==> src/rtl/id_stage_pkg.sv <==
// -----------------------------------------------------------------------------
// id_stage_pkg
// Shared RV32I decode definitions: the ALU opcode encoding (also used by the
// ALU in EX), major opcode and funct3/funct7 constants, the immediate-format
// selector and the decoded-control bundle carried from ID to EX.
// -----------------------------------------------------------------------------
package id_stage_pkg;

  // ALU opcode encoding shared with the EX-stage ALU.
  typedef enum logic [3:0] {
    ALU_ADD  = 4'b0000,
    ALU_SLL  = 4'b0001,
    ALU_SLT  = 4'b0010,
    ALU_SLTU = 4'b0011,
    ALU_XOR  = 4'b0100,
    ALU_SRL  = 4'b0101,
    ALU_OR   = 4'b0110,
    ALU_AND  = 4'b0111,
    ALU_SUB  = 4'b1000,
    ALU_LUI  = 4'b1001,  // pass src2
    ALU_JALR = 4'b1010,  // (a + b) & ~1
    ALU_SRA  = 4'b1101
  } alu_op_e;

  // Major opcodes (inst[6:0]).
  localparam logic [6:0] OPC_LOAD   = 7'b0000011;
  localparam logic [6:0] OPC_FENCE  = 7'b0001111;
  localparam logic [6:0] OPC_OP_IMM = 7'b0010011;
  localparam logic [6:0] OPC_AUIPC  = 7'b0010111;
  localparam logic [6:0] OPC_STORE  = 7'b0100011;
  localparam logic [6:0] OPC_OP     = 7'b0110011;
  localparam logic [6:0] OPC_LUI    = 7'b0110111;
  localparam logic [6:0] OPC_BRANCH = 7'b1100011;
  localparam logic [6:0] OPC_JALR   = 7'b1100111;
  localparam logic [6:0] OPC_JAL    = 7'b1101111;
  localparam logic [6:0] OPC_SYSTEM = 7'b1110011;

  // funct3 values that steer decode.
  localparam logic [2:0] F3_ADD_SUB = 3'b000;
  localparam logic [2:0] F3_SLL     = 3'b001;
  localparam logic [2:0] F3_SRL_SRA = 3'b101;

  // funct7 values for OP and shift-immediate instructions.
  localparam logic [6:0] F7_BASE = 7'b0000000;
  localparam logic [6:0] F7_ALT  = 7'b0100000;

  // Immediate formats produced by imm_gen.
  typedef enum logic [2:0] {
    IMM_NONE,
    IMM_I,
    IMM_SHAMT,
    IMM_S,
    IMM_B,
    IMM_U,
    IMM_J
  } imm_fmt_e;

  // Decoded control bundle registered between ID and EX.
  typedef struct packed {
    alu_op_e     alu_op;
    logic        src1_sel;
    logic        src2_sel;
    logic [31:0] imm;
    logic [4:0]  rs1;
    logic [4:0]  rs2;
    logic [4:0]  rd;
    logic        reg_we;
    logic        mem_read;
    logic        mem_write;
    logic [2:0]  mem_size;
    logic        branch;
    logic        jump;
    logic        illegal;
  } dec_t;

  // Legal funct3 codes for the memory and branch classes.
  function automatic logic f3_legal(input logic [6:0] opc, input logic [2:0] f3);
    logic ok;
    ok = 1'b1;
    case (opc)
      OPC_LOAD:   ok = (f3 != 3'b011) && (f3 != 3'b110) && (f3 != 3'b111);
      OPC_STORE:  ok = (f3 <= 3'b010);
      OPC_BRANCH: ok = (f3 != 3'b010) && (f3 != 3'b011);
      default:    ok = 1'b1;
    endcase
    return ok;
  endfunction

endpackage

==> src/rtl/id_stage_imm_gen.sv <==
// -----------------------------------------------------------------------------
// imm_gen
// Combinational RV32I immediate generator. Every format is sign-extended from
// inst[31] except the shift amount, which is a zero-extended 5-bit field.
// Ports:
//   i_inst  in   32  instruction word
//   i_fmt   in   3   immediate format selector
//   o_imm   out  32  immediate value (0 for formats without an immediate)
// -----------------------------------------------------------------------------
module imm_gen
  import id_stage_pkg::*;
(
  input  logic [31:0] i_inst,
  input  imm_fmt_e    i_fmt,
  output logic [31:0] o_imm
);

  always_comb begin
    // NOTE: every combinational output gets a default first, so no path through the case leaves it unassigned and infers a latch.
    o_imm = '0;
    case (i_fmt)
      IMM_I:     o_imm = {{20{i_inst[31]}}, i_inst[31:20]};
      IMM_SHAMT: o_imm = {27'd0, i_inst[24:20]};
      IMM_S:     o_imm = {{20{i_inst[31]}}, i_inst[31:25], i_inst[11:7]};
      IMM_B:     o_imm = {{19{i_inst[31]}}, i_inst[31], i_inst[7], i_inst[30:25], i_inst[11:8], 1'b0};
      IMM_U:     o_imm = {i_inst[31:12], 12'd0};
      IMM_J:     o_imm = {{11{i_inst[31]}}, i_inst[31], i_inst[19:12], i_inst[20], i_inst[30:21], 1'b0};
      default:   o_imm = '0;
    endcase
  end

endmodule

==> src/rtl/id_stage.sv <==
// -----------------------------------------------------------------------------
// id_stage
// RV32I instruction-decode stage. Decodes the instruction offered by IF into
// ALU opcode, operand selects, immediate and control flags, registers the
// result once and holds it under a valid/ready handshake toward EX.
// Ports:
//   clk, rst                 clock (rising edge), asynchronous active-high reset
//   if_valid/if_ready        IF -> ID handshake (if_ready = ~id_valid | ex_ready)
//   if_pc, if_inst           PC and instruction word from IF
//   flush                    kills ID contents; wins over a simultaneous capture
//   ex_ready, id_valid       ID -> EX handshake
//   id_pc                    registered PC
//   alu_op, src1_sel, src2_sel, imm, rs1, rs2, rd   ALU interface
//   reg_we, mem_read, mem_write, mem_size, branch, jump, illegal   controls
// Parameter:
//   ILLEGAL_AS_NOP  1: illegal encodings issue as a NOP with illegal=1;
//                   0: they issue with their controls as decoded.
// -----------------------------------------------------------------------------
module id_stage
  import id_stage_pkg::*;
#(
  parameter bit ILLEGAL_AS_NOP = 1'b1
) (
  input  logic        clk,
  input  logic        rst,
  input  logic        if_valid,
  output logic        if_ready,
  input  logic [31:0] if_pc,
  input  logic [31:0] if_inst,
  input  logic        flush,
  input  logic        ex_ready,
  output logic        id_valid,
  output logic [31:0] id_pc,
  output logic [3:0]  alu_op,
  output logic        src1_sel,
  output logic        src2_sel,
  output logic [31:0] imm,
  output logic [4:0]  rs1,
  output logic [4:0]  rs2,
  output logic [4:0]  rd,
  output logic        reg_we,
  output logic        mem_read,
  output logic        mem_write,
  output logic [2:0]  mem_size,
  output logic        branch,
  output logic        jump,
  output logic        illegal
);

  logic [6:0]  w_opc;
  logic [2:0]  w_f3;
  logic [6:0]  w_f7;
  imm_fmt_e    w_fmt;
  logic [31:0] w_imm;
  dec_t        w_raw;
  dec_t        w_dec;
  logic        w_capture;

  logic        r_valid;
  logic [31:0] r_pc;
  dec_t        r_dec;

  assign w_opc = if_inst[6:0];
  assign w_f3  = if_inst[14:12];
  assign w_f7  = if_inst[31:25];

  imm_gen u_imm_gen (
    .i_inst (if_inst),
    .i_fmt  (w_fmt),
    .o_imm  (w_imm)
  );

  // Per-class decode; the immediate is merged in below from imm_gen.
  always_comb begin
    w_raw        = '0;
    w_fmt        = IMM_NONE;
    w_raw.alu_op = ALU_ADD;
    w_raw.rs1    = if_inst[19:15];
    w_raw.rs2    = if_inst[24:20];
    w_raw.rd     = if_inst[11:7];

    if (if_inst[1:0] != 2'b11) begin
      w_raw.illegal = 1'b1;
    end else begin
      case (w_opc)
        OPC_OP: begin
          w_raw.alu_op = alu_op_e'({1'b0, w_f3});
          w_raw.reg_we = 1'b1;
          if (w_f7 == F7_ALT) begin
            if (w_f3 == F3_ADD_SUB)      w_raw.alu_op  = ALU_SUB;
            else if (w_f3 == F3_SRL_SRA) w_raw.alu_op  = ALU_SRA;
            else                         w_raw.illegal = 1'b1;
          end else if (w_f7 != F7_BASE) begin
            w_raw.illegal = 1'b1;
          end
        end
        OPC_OP_IMM: begin
          w_raw.src2_sel = 1'b1;
          w_raw.reg_we   = 1'b1;
          w_raw.alu_op   = alu_op_e'({1'b0, w_f3});
          w_fmt          = IMM_I;
          if (w_f3 == F3_SLL) begin
            w_fmt         = IMM_SHAMT;
            w_raw.illegal = (w_f7 != F7_BASE);
          end else if (w_f3 == F3_SRL_SRA) begin
            w_fmt = IMM_SHAMT;
            if (w_f7 == F7_ALT)        w_raw.alu_op  = ALU_SRA;
            else if (w_f7 != F7_BASE)  w_raw.illegal = 1'b1;
          end
        end
        OPC_LOAD: begin
          w_raw.src2_sel = 1'b1;
          w_raw.reg_we   = 1'b1;
          w_raw.mem_read = 1'b1;
          w_raw.mem_size = w_f3;
          w_raw.illegal  = !f3_legal(w_opc, w_f3);
          w_fmt          = IMM_I;
        end
        OPC_STORE: begin
          w_raw.src2_sel  = 1'b1;
          w_raw.mem_write = 1'b1;
          w_raw.mem_size  = w_f3;
          w_raw.illegal   = !f3_legal(w_opc, w_f3);
          w_fmt           = IMM_S;
        end
        OPC_BRANCH: begin
          // The ALU computes the target; the comparison type rides in mem_size.
          w_raw.src1_sel = 1'b1;
          w_raw.src2_sel = 1'b1;
          w_raw.branch   = 1'b1;
          w_raw.mem_size = w_f3;
          w_raw.illegal  = !f3_legal(w_opc, w_f3);
          w_fmt          = IMM_B;
        end
        OPC_JAL: begin
          w_raw.src1_sel = 1'b1;
          w_raw.src2_sel = 1'b1;
          w_raw.jump     = 1'b1;
          w_raw.reg_we   = 1'b1;
          w_fmt          = IMM_J;
        end
        OPC_JALR: begin
          w_raw.alu_op   = ALU_JALR;
          w_raw.src2_sel = 1'b1;
          w_raw.jump     = 1'b1;
          w_raw.reg_we   = 1'b1;
          w_fmt          = IMM_I;
        end
        OPC_LUI: begin
          w_raw.alu_op   = ALU_LUI;
          w_raw.src2_sel = 1'b1;
          w_raw.reg_we   = 1'b1;
          w_fmt          = IMM_U;
        end
        OPC_AUIPC: begin
          w_raw.src1_sel = 1'b1;
          w_raw.src2_sel = 1'b1;
          w_raw.reg_we   = 1'b1;
          w_fmt          = IMM_U;
        end
        OPC_FENCE, OPC_SYSTEM: ;  // issued as a NOP
        default: w_raw.illegal = 1'b1;
      endcase
    end
  end

  // Merge the immediate, squash x0 writes and optionally turn illegal
  // encodings into a NOP that still carries the register fields.
  always_comb begin
    w_dec        = w_raw;
    w_dec.imm    = w_imm;
    w_dec.reg_we = w_raw.reg_we && (w_raw.rd != 5'd0);
    if (ILLEGAL_AS_NOP && w_raw.illegal) begin
      w_dec.alu_op    = ALU_ADD;
      w_dec.src1_sel  = 1'b0;
      w_dec.src2_sel  = 1'b0;
      w_dec.imm       = '0;
      w_dec.reg_we    = 1'b0;
      w_dec.mem_read  = 1'b0;
      w_dec.mem_write = 1'b0;
      w_dec.mem_size  = '0;
      w_dec.branch    = 1'b0;
      w_dec.jump      = 1'b0;
    end
  end

  assign if_ready  = ~r_valid | ex_ready;
  assign w_capture = if_valid & if_ready;

  // Output register. Payload only loads on a kept capture, so it stays frozen
  // while EX stalls.
  always_ff @(posedge clk or posedge rst) begin
    // NOTE: sequential state uses non-blocking assignments so every register samples pre-edge values regardless of statement order.
    if (rst) begin
      r_valid <= 1'b0;
      r_pc    <= '0;
      r_dec   <= '0;
    end else begin
      if (flush)          r_valid <= 1'b0;
      else if (w_capture) r_valid <= 1'b1;
      else if (ex_ready)  r_valid <= 1'b0;

      if (w_capture && !flush) begin
        r_pc  <= if_pc;
        r_dec <= w_dec;
      end
    end
  end

  assign id_valid  = r_valid;
  assign id_pc     = r_pc;
  assign alu_op    = r_dec.alu_op;
  assign src1_sel  = r_dec.src1_sel;
  assign src2_sel  = r_dec.src2_sel;
  assign imm       = r_dec.imm;
  assign rs1       = r_dec.rs1;
  assign rs2       = r_dec.rs2;
  assign rd        = r_dec.rd;
  assign reg_we    = r_dec.reg_we;
  assign mem_read  = r_dec.mem_read;
  assign mem_write = r_dec.mem_write;
  assign mem_size  = r_dec.mem_size;
  assign branch    = r_dec.branch;
  assign jump      = r_dec.jump;
  assign illegal   = r_dec.illegal;

endmodule

==> config.mk <==
export PLATFORM = sky130hd
export DESIGN_NAME = id_stage
export DESIGN_NICKNAME = d
export VERILOG_FILES = /design/src/rtl/id_stage_pkg.sv /design/src/rtl/id_stage_imm_gen.sv /design/src/rtl/id_stage.sv
export SDC_FILE = /design/constraint.sdc
export NUM_CORES = 1
export LEC_CHECK = 0
export CORE_ASPECT_RATIO = 1.75
export CORE_UTILIZATION = 32
export DETAILED_ROUTE_END_ITERATION = 6
export HOLD_SLACK_MARGIN = 0.03
export PLACE_DENSITY = 0.64
export SYNTH_ARGS = -nofsm -noshare
export SYNTH_HDL_FRONTEND = slang
export SYNTH_SLANG_ARGS = --single-unit
export TNS_END_PERCENT = 100
==> constraint.sdc <==
create_clock -name clk -period 8.9 [get_ports clk]
set_input_delay 1.78 -clock clk [delete_from_list [all_inputs] [get_ports clk]]
set_output_delay 1.78 -clock clk [all_outputs]
set_load 0.01 [all_outputs]
==> results of run 1 <==
-- state kept, by name (all words and copies together) (netlist names), 3 cells and up --
signal	flops
imm	32
rs2	5
id_pc	32
rs1	5
mem_size	3
rd	5
alu_op	4
-- where the power goes --
part           leakage [uW]  switching, uW  internal (uW)
registers           0.00122           17.6            469
clock network      0.000145            181            196
logic               0.00118           91.7            129
-- placed cells by master (no fill, tap or decap), drive strengths merged, types with 3 or more instances in the layout --
cell and n:
a21oi 16, a22o 5, a22oi 20, a32o 8
a32oi 3, and2 4, buf 3, clkbuf 9
clkdlybuf4s50 164, clkinv 5, dfrtp 95, inv 9
mux2 48, nand2 48, nand2b 6, nor2 12
nor3 5, o21ai 39, o31ai 3
-- routing by layer --
metal / share of wire / vias to the layer above / GRT usage
met4: 0.024 / 0 / 0.0699
met1: 0.38 / 1752 / 0.202
met2: 0.56 / 93 / 0.327
met5: 0 / - / 0
met3: 0.039 / 18 / 0.0295
li1: - / 1684 / -
-- worst paths after layout --
check	slack, ns	cells past startpoint	from	endpoint
worst max-delay path	4.21	3	ex_ready	if_ready
min in group asynchronous	1.77	2	rst	id_pc[31]
worst min-delay path	0.48	2	imm[31]	imm[31]
worst max register to register	6.61	6	id_valid	imm[24]
worst min register to register	0.48	2	imm[31]	imm[31]
max in group asynchronous	5.93	3	rst	alu_op[2]
-- worst min-delay path: stages (launching register included) --
cell                      delay [ns]
sky130_fd_sc_hd__dfrtp_1        0.34
sky130_fd_sc_hd__nand2_1        0.05
sky130_fd_sc_hd__o21ai_1        0.06
-- cells in the mapped netlist (2+ instances only) --
| cell type | count | share of area |
|---|---|---|
| sky130_fd_sc_hd__a21oi_1 | 16 | 0.018 |
| sky130_fd_sc_hd__a22o_1 | 5 | 0.0099 |
| sky130_fd_sc_hd__a22oi_1 | 16 | 0.027 |
| sky130_fd_sc_hd__a22oi_2 | 4 | 0.011 |
| sky130_fd_sc_hd__a31oi_1 | 2 | 0.0028 |
| sky130_fd_sc_hd__a32o_1 | 8 | 0.018 |
| sky130_fd_sc_hd__a32oi_1 | 3 | 0.0060 |
| sky130_fd_sc_hd__and2_1 | 3 | 0.0043 |
| sky130_fd_sc_hd__and3b_1 | 2 | 0.0040 |
| sky130_fd_sc_hd__and4bb_2 | 2 | 0.0057 |
| sky130_fd_sc_hd__buf_2 | 3 | 0.0034 |
| sky130_fd_sc_hd__buf_6 | 4 | 0.010 |
| sky130_fd_sc_hd__clkbuf_1 | 19 | 0.016 |
| sky130_fd_sc_hd__dfrtp_1 | 95 | 0.54 |
| sky130_fd_sc_hd__inv_1 | 7 | 0.0060 |
| sky130_fd_sc_hd__mux2_2 | 48 | 0.12 |
| sky130_fd_sc_hd__nand2_1 | 48 | 0.041 |
| sky130_fd_sc_hd__nand2b_1 | 6 | 0.0085 |
| sky130_fd_sc_hd__nand3b_1 | 2 | 0.0034 |
| sky130_fd_sc_hd__nor2_1 | 12 | 0.010 |
| sky130_fd_sc_hd__nor2b_1 | 2 | 0.0028 |
| sky130_fd_sc_hd__nor3_1 | 4 | 0.0045 |
| sky130_fd_sc_hd__o211ai_1 | 2 | 0.0034 |
| sky130_fd_sc_hd__o21a_1 | 2 | 0.0034 |
| sky130_fd_sc_hd__o21ai_0 | 14 | 0.016 |
| sky130_fd_sc_hd__o21ai_1 | 19 | 0.022 |
| sky130_fd_sc_hd__o21ai_2 | 6 | 0.012 |
| sky130_fd_sc_hd__o31ai_4 | 2 | 0.0097 |
| sky130_fd_sc_hd__xnor2_1 | 2 | 0.0040 |
-- layout make-up --
class	count	share of cell area
sequential	95	0.369
multi-input combinational	251	0.289
timing repair buffer	167	0.258
clock buffer	9	0.0349
tap	174	0.0338
clock inverter	7	0.0105
inverter	7	0.00447
-- per-stage QoR --
step / total power, uW / setup slack (ns)
4_1_cts: 1100 / 4.20
3_3_place_gp: 714 / 4.21
2_1_floorplan: 587 / 4.64
3_5_place_dp: 720 / 4.13
6_report: 1080 / 4.21
5_1_grt: 1130 / 4.16
-- cells by family after synthesis --
group,count (synthesis)
buffers and inverters,34
AOI/OAI and AO/OA,106
DFF,95
muxes,48
xor gates and xnor gates,3
and+or+nand+nor,94
==> results.md, run 1 <==
* Cell chosen for the clock root: sky130_fd_sc_hd__clkbuf_16
* Setup repair after global routing missed its margin: false
* Diodes inserted at 0
* Number of buffers created by CTS at 9
* Number of global-route vias before repair at 3640
* Maximum number of pins on one net before global-route repair at 67
* Type of the tightest min-delay check: reg2reg
* Number of port buffers at 164
* Placed inst area at 0.00615 sq mm
* Cell chain of the critical path: clkdlybuf4s50_1, nand2b_1, clkdlybuf4s50_1
* H-tree depth at 3
* CP delay by family, top: buffers and inverters
* Clock insertion delay at the later pin of the skew report at 0.34 ns
* Postcts setup bufs at 0
* Number of detailed-route iterations in the first pass at 4
* XOR/XNOR share of the synthesized area at 0.00596
* Crit path top cell by count: sky130_fd_sc_hd__clkdlybuf4s50_1
* Final clock period utilization by the worst path at 0.527
* Number of synthesized flops with an enable pin at 0
* Final Max Tran Viols at 0
* Syn nets at 449
* Combinational family with the most area after synthesis: compound AO/OA/AOI/OAI gates
* Finished layout cell area at 0.00644 sq mm
* DR vias at 3547
* Commonest register cell after synthesis: sky130_fd_sc_hd__dfrtp_1
* Avg Cell Area, Syn at 11.6 sq um
* Remaining global-route overflow at 0
* Leak pwr at 0.00254 uW
* Fraction of synthesized area in multiplexers at 0.123
* Count of fill cells added during filler insertion at 1287
* Worst Path Class, Setup: in2out
* Share of the yosys chip area belonging to registers at 0.539
* Global-route usage over all layers at 0.177
* Number of standard cells in the layout, taps in and fillers out at 710
* Adder-cell share of the synthesized area at 0
* Relative max-transition margin at 0.431
* Number of ports placed on the die boundary at 165
* Maximum vdd drop at 89.5 uV
* Final Hold Fails at 0
* DPL Wire Length at 9360 um
* DR DRC count at 0
* Startpoint types: input port
* Power density of the placed cells at 168 mW/mm^2
* Arrival time of the worst setup path at 2.91 ns
* Seq. cell area at 0.00238 sq mm
* Area of the mapped netlist at 0.00441 sq mm
* Number of design-rule violations left by the first detailed-router iteration at 250
* First-pass GRT wire length at 19800 um
* Tightest Pin Transition at 0.853 ns
* Sum of negative setup slack at 0 ns
* Total of flip-flops plus latches after synthesis at 95
* Layout cells sized above 1 at 0.170
* ANT nets after route at 0
* Average detailed-routed wire length per instance at 17.6 um
* Row Count at 56
* Hold slack final at 0.483 ns
* Number of warnings issued by yosys at 0
* Avg Vias per Cell at 5.00
* Die ar. at 0.0143 sq mm
* Critical-path cell with the highest stage delay: sky130_fd_sc_hd__clkdlybuf4s50_1
* Critical path endpoint category: output pin
* Compound-cell area share of the yosys netlist at 0.181
* Nets at 600
* Area of combinational cells with multiple inputs at 0.00186 sq mm
* Clk sinks at 95
* Clock slew at reported path FFs at 0.07 ns
* Total Routed Length at 12500 um
* Post-cts repair resize count at 0
* Worst-case clock buffer depth at 2
* Total of endpoints with negative setup slack in the final report at 0
* Initial Util at 0.328
* Final min period at 4.69 ns
* Routability congestion estimate from global placement at 0.890
* Initial antenna violation count at 0
* Number of buffers and inverters on the critical path at 2
* Core area at 0.0135 sq mm
* Achievable clock frequency at 213 MHz
* Max Cap Violations at 0
* Result of the run: complete, no violations
* Worst-path maximum fanout at 3
* Number of distinct standard cells referenced by the synthesized netlist at 51
* Number of placed cells counting well taps at 694
* Total of hold buffers inserted after clock tree synthesis at 0
* Simple logic cell fraction of the synthesized area at 0.113
* Maximum clock skew at final layout at 0.00766 ns
* Number of cells produced by synthesis at 380
* WP data required at 7.12 ns
* Horizontal die dimension at 90.7 um
* Die Height at 157 um
* Layout overhead on the synthesized area at 46.3%
* Final core utilization at 0.479
* CP max stage delay at 0.55 ns
* Proportion of synthesized flip-flops having asynchronous set or reset at 1.00
* TritonCTS clock tree: built
No activity file was read; power rests on OpenSTA's default activity.
==> run 2, diff against run 1 <==
--- a/config.mk
+++ b/config.mk
@@ -9,7 +9,7 @@
 export CORE_UTILIZATION = 32
 export DETAILED_ROUTE_END_ITERATION = 6
 export HOLD_SLACK_MARGIN = 0.03
-export PLACE_DENSITY = 0.64
+export PLACE_DENSITY = 0.66
 export SYNTH_ARGS = -nofsm -noshare
 export SYNTH_HDL_FRONTEND = slang
 export SYNTH_SLANG_ARGS = --single-unit
==> constraint.sdc (replaced) <==
create_clock -name clk -period 4.3 [get_ports clk]
set_input_delay 0.86 -clock clk [delete_from_list [all_inputs] [get_ports clk]]
set_output_delay 0.86 -clock clk [all_outputs]
set_load 0.01 [all_outputs]
==> results.md, run 2 (synthesis results as in run 1) <==
* Layout overhead on the synthesized area at 46.8%
* Final core utilization at 0.481 (+0.00186)
* Total of hold buffers inserted after clock tree synthesis at 0 (unchanged)
* Arrival time of the worst setup path at 3.42 ns (+0.51 ns)
* Number of port buffers at 164 (unchanged)
* Destination of the worst register-to-register timing path: imm[24]
* Critical path endpoint category: register
* Postcts setup bufs at 0 (unchanged)
* Type of the tightest min-delay check: reg2reg
* Seq. cell area at 0.00238 sq mm (unchanged)
* Setup repair after global routing missed its margin: false
* Worst-path maximum fanout at 16 (+13)
* Result of the run: complete, no violations
* Setup slack, reg-to-reg at 1.94 ns (-4.67 ns)
* Maximum number of pins on one net before global-route repair at 68 (+1.5%)
* Launching instance or port of the critical path: if_inst[2]
* WP data required at 4.56 ns (-2.56 ns)
* Final Hold Fails at 0 (unchanged)
* Die Height at 157 um (unchanged)
* Avg Vias per Cell at 5.09 (+2.0%)
* Leak pwr at 0.00255 uW (+0.39%)
* Tightest Pin Transition at 1.01 ns (+0.154 ns)
* DR DRC count at 0 (unchanged)
* Final min period at 3.17 ns
* Most used cells in the layout excluding fill and tap cells: sky130_fd_sc_hd__clkdlybuf4s50_1 (164), sky130_fd_sc_hd__dfrtp_1 (95), sky130_fd_sc_hd__nand2_1 (48), sky130_fd_sc_hd__mux2_2 (48), sky130_fd_sc_hd__o21ai_1 (19)
* Cell chosen for the clock root: sky130_fd_sc_hd__clkbuf_16
* Nets at 603 (+0.50%)
* Minimum setup slack after placement at 0.829 ns (-3.30 ns)
* H-tree depth at 3 (unchanged)
* Final Max Tran Viols at 0 (unchanged)
* Number of detailed-route iterations in the first pass at 7 (+3)
* Remaining global-route overflow at 0 (unchanged)
* Total of endpoints with negative setup slack in the final report at 0 (unchanged)
* Count of fill cells added during filler insertion at 1252 (-2.7%)
* Startpoint types: input port
* Number of global-route vias before repair at 3572 (-1.9%)
* Initial Util at 0.328 (unchanged)
* Clk sinks at 95 (unchanged)
* Worst setup path endpoint: imm[24]
* Worst-case clock buffer depth at 2 (unchanged)
* Diodes inserted at 0 (unchanged)
* TritonCTS clock tree: built
* Initial antenna violation count at 0 (unchanged)
* Clock insertion delay at the later pin of the skew report at 0.34 ns (about the same)
* Total Routed Length at 12600 um (+0.96%)
* Worst Slack Setup Final at 1.13 ns (-3.08 ns)
* Number of ports placed on the die boundary at 165 (unchanged)
* Sum of negative setup slack at 0 ns (unchanged)
* Achievable clock frequency at 316 MHz
* Average detailed-routed wire length per instance at 17.7 um (+0.53%)
* Worst Path Class, Setup: in2reg
* Core area at 0.0135 sq mm (unchanged)
* Most common cell after layout, fill and taps aside: sky130_fd_sc_hd__clkdlybuf4s50_1
* Post-cts repair resize count at 0 (unchanged)
* Routability congestion estimate from global placement at 0.958 (+7.6%)
* Die ar. at 0.0143 sq mm (unchanged)
* Maximum vdd drop at 181 uV (+100%)
* Number of design-rule violations left by the first detailed-router iteration at 197 (-21%)
* Row Count at 56 (unchanged)
* First-pass GRT wire length at 19500 um (-1.6%)
* Clock slew at reported path FFs at 0.07 ns (about the same)
* DR vias at 3632 (+2.4%)
* Horizontal die dimension at 90.7 um (unchanged)
* Area of combinational cells with multiple inputs at 0.00186 sq mm (unchanged)
* Max Cap Violations at 0 (unchanged)
* Number of buffers created by CTS at 9 (unchanged)
* Maximum clock skew at final layout at 0.00775 ns (+0.0000852 ns)
* Global-route usage over all layers at 0.176 (-0.000700)
* ANT nets after route at 0 (unchanged)
* Relative max-transition margin at 0.327 (-0.104)
* Final clock period utilization by the worst path at 0.736
* Source of the worst register-to-register timing path: id_valid
* Worst R2R Path Depth at 6 (unchanged)
* Layout cells sized above 1 at 0.173 (+0.00277)
* DPL Wire Length at 9330 um (-0.26%)
* Power density of the placed cells at 345 mW/mm^2 (+110%)
run 2: layer usage:
metal / vias up / share of wire / global-route usage
li1: 1687 / - / -
met1: 1806 / 0.37 / 0.202
met2: 116 / 0.56 / 0.317
met3: 23 / 0.038 / 0.0357
met4: 0 / 0.025 / 0.0760
met5: - / 0 / 0
run 2: critical path, stage by stage:
cell	delay, ns
sky130_fd_sc_hd__clkdlybuf4s50_1	0.66
sky130_fd_sc_hd__and4bb_2	0.44
sky130_fd_sc_hd__a32oi_1	0.12
sky130_fd_sc_hd__o22a_1	0.33
sky130_fd_sc_hd__o31ai_4	0.66
sky130_fd_sc_hd__a22oi_1	0.14
sky130_fd_sc_hd__o21ai_0	0.20
run 2: worst min-delay path by stage:
| stage | slack, ns | startpoint | end | cells past startpoint |
|---|---|---|---|---|
| finish | 0.48 | imm[22] | imm[22] | 2 |
| global route | 0.50 | imm[19] | imm[19] | 2 |
| CTS | 0.49 | imm[20] | imm[20] | 2 |
| detailed placement | 0.47 | imm[22] | imm[22] | 2 |
| global placement | 0.47 | imm[19] | imm[19] | 2 |
| floorplan | 0.51 | src2_sel | src2_sel | 2 |
run 2: metrics by stage:
step	power, uW	hold slack, ns	instance area, sq um	instances
final	2230	0.482	6470	713
after global placement	1480	0.469	6190	697
after global routing	2340	0.502	6470	713
after CTS	2270	0.489	6470	713
after detailed placement	1490	0.474	6190	697
after floorplan	1210	0.514	4410	380
run 2: layout make-up:
class,count,area share
sequential,95,0.367
clock inverter,6,0.00832
multi-input combinational,251,0.288
timing repair buffer,170,0.263
clock buffer,10,0.0354
tap,174,0.0336
inverter,7,0.00445
run 2: power breakdown:
part           switching, uW  internal (uW)  total (uW)
clock                    363            403         766
sequential              37.6            971        1010
combinational            190            270         460
total                    590           1640        2230
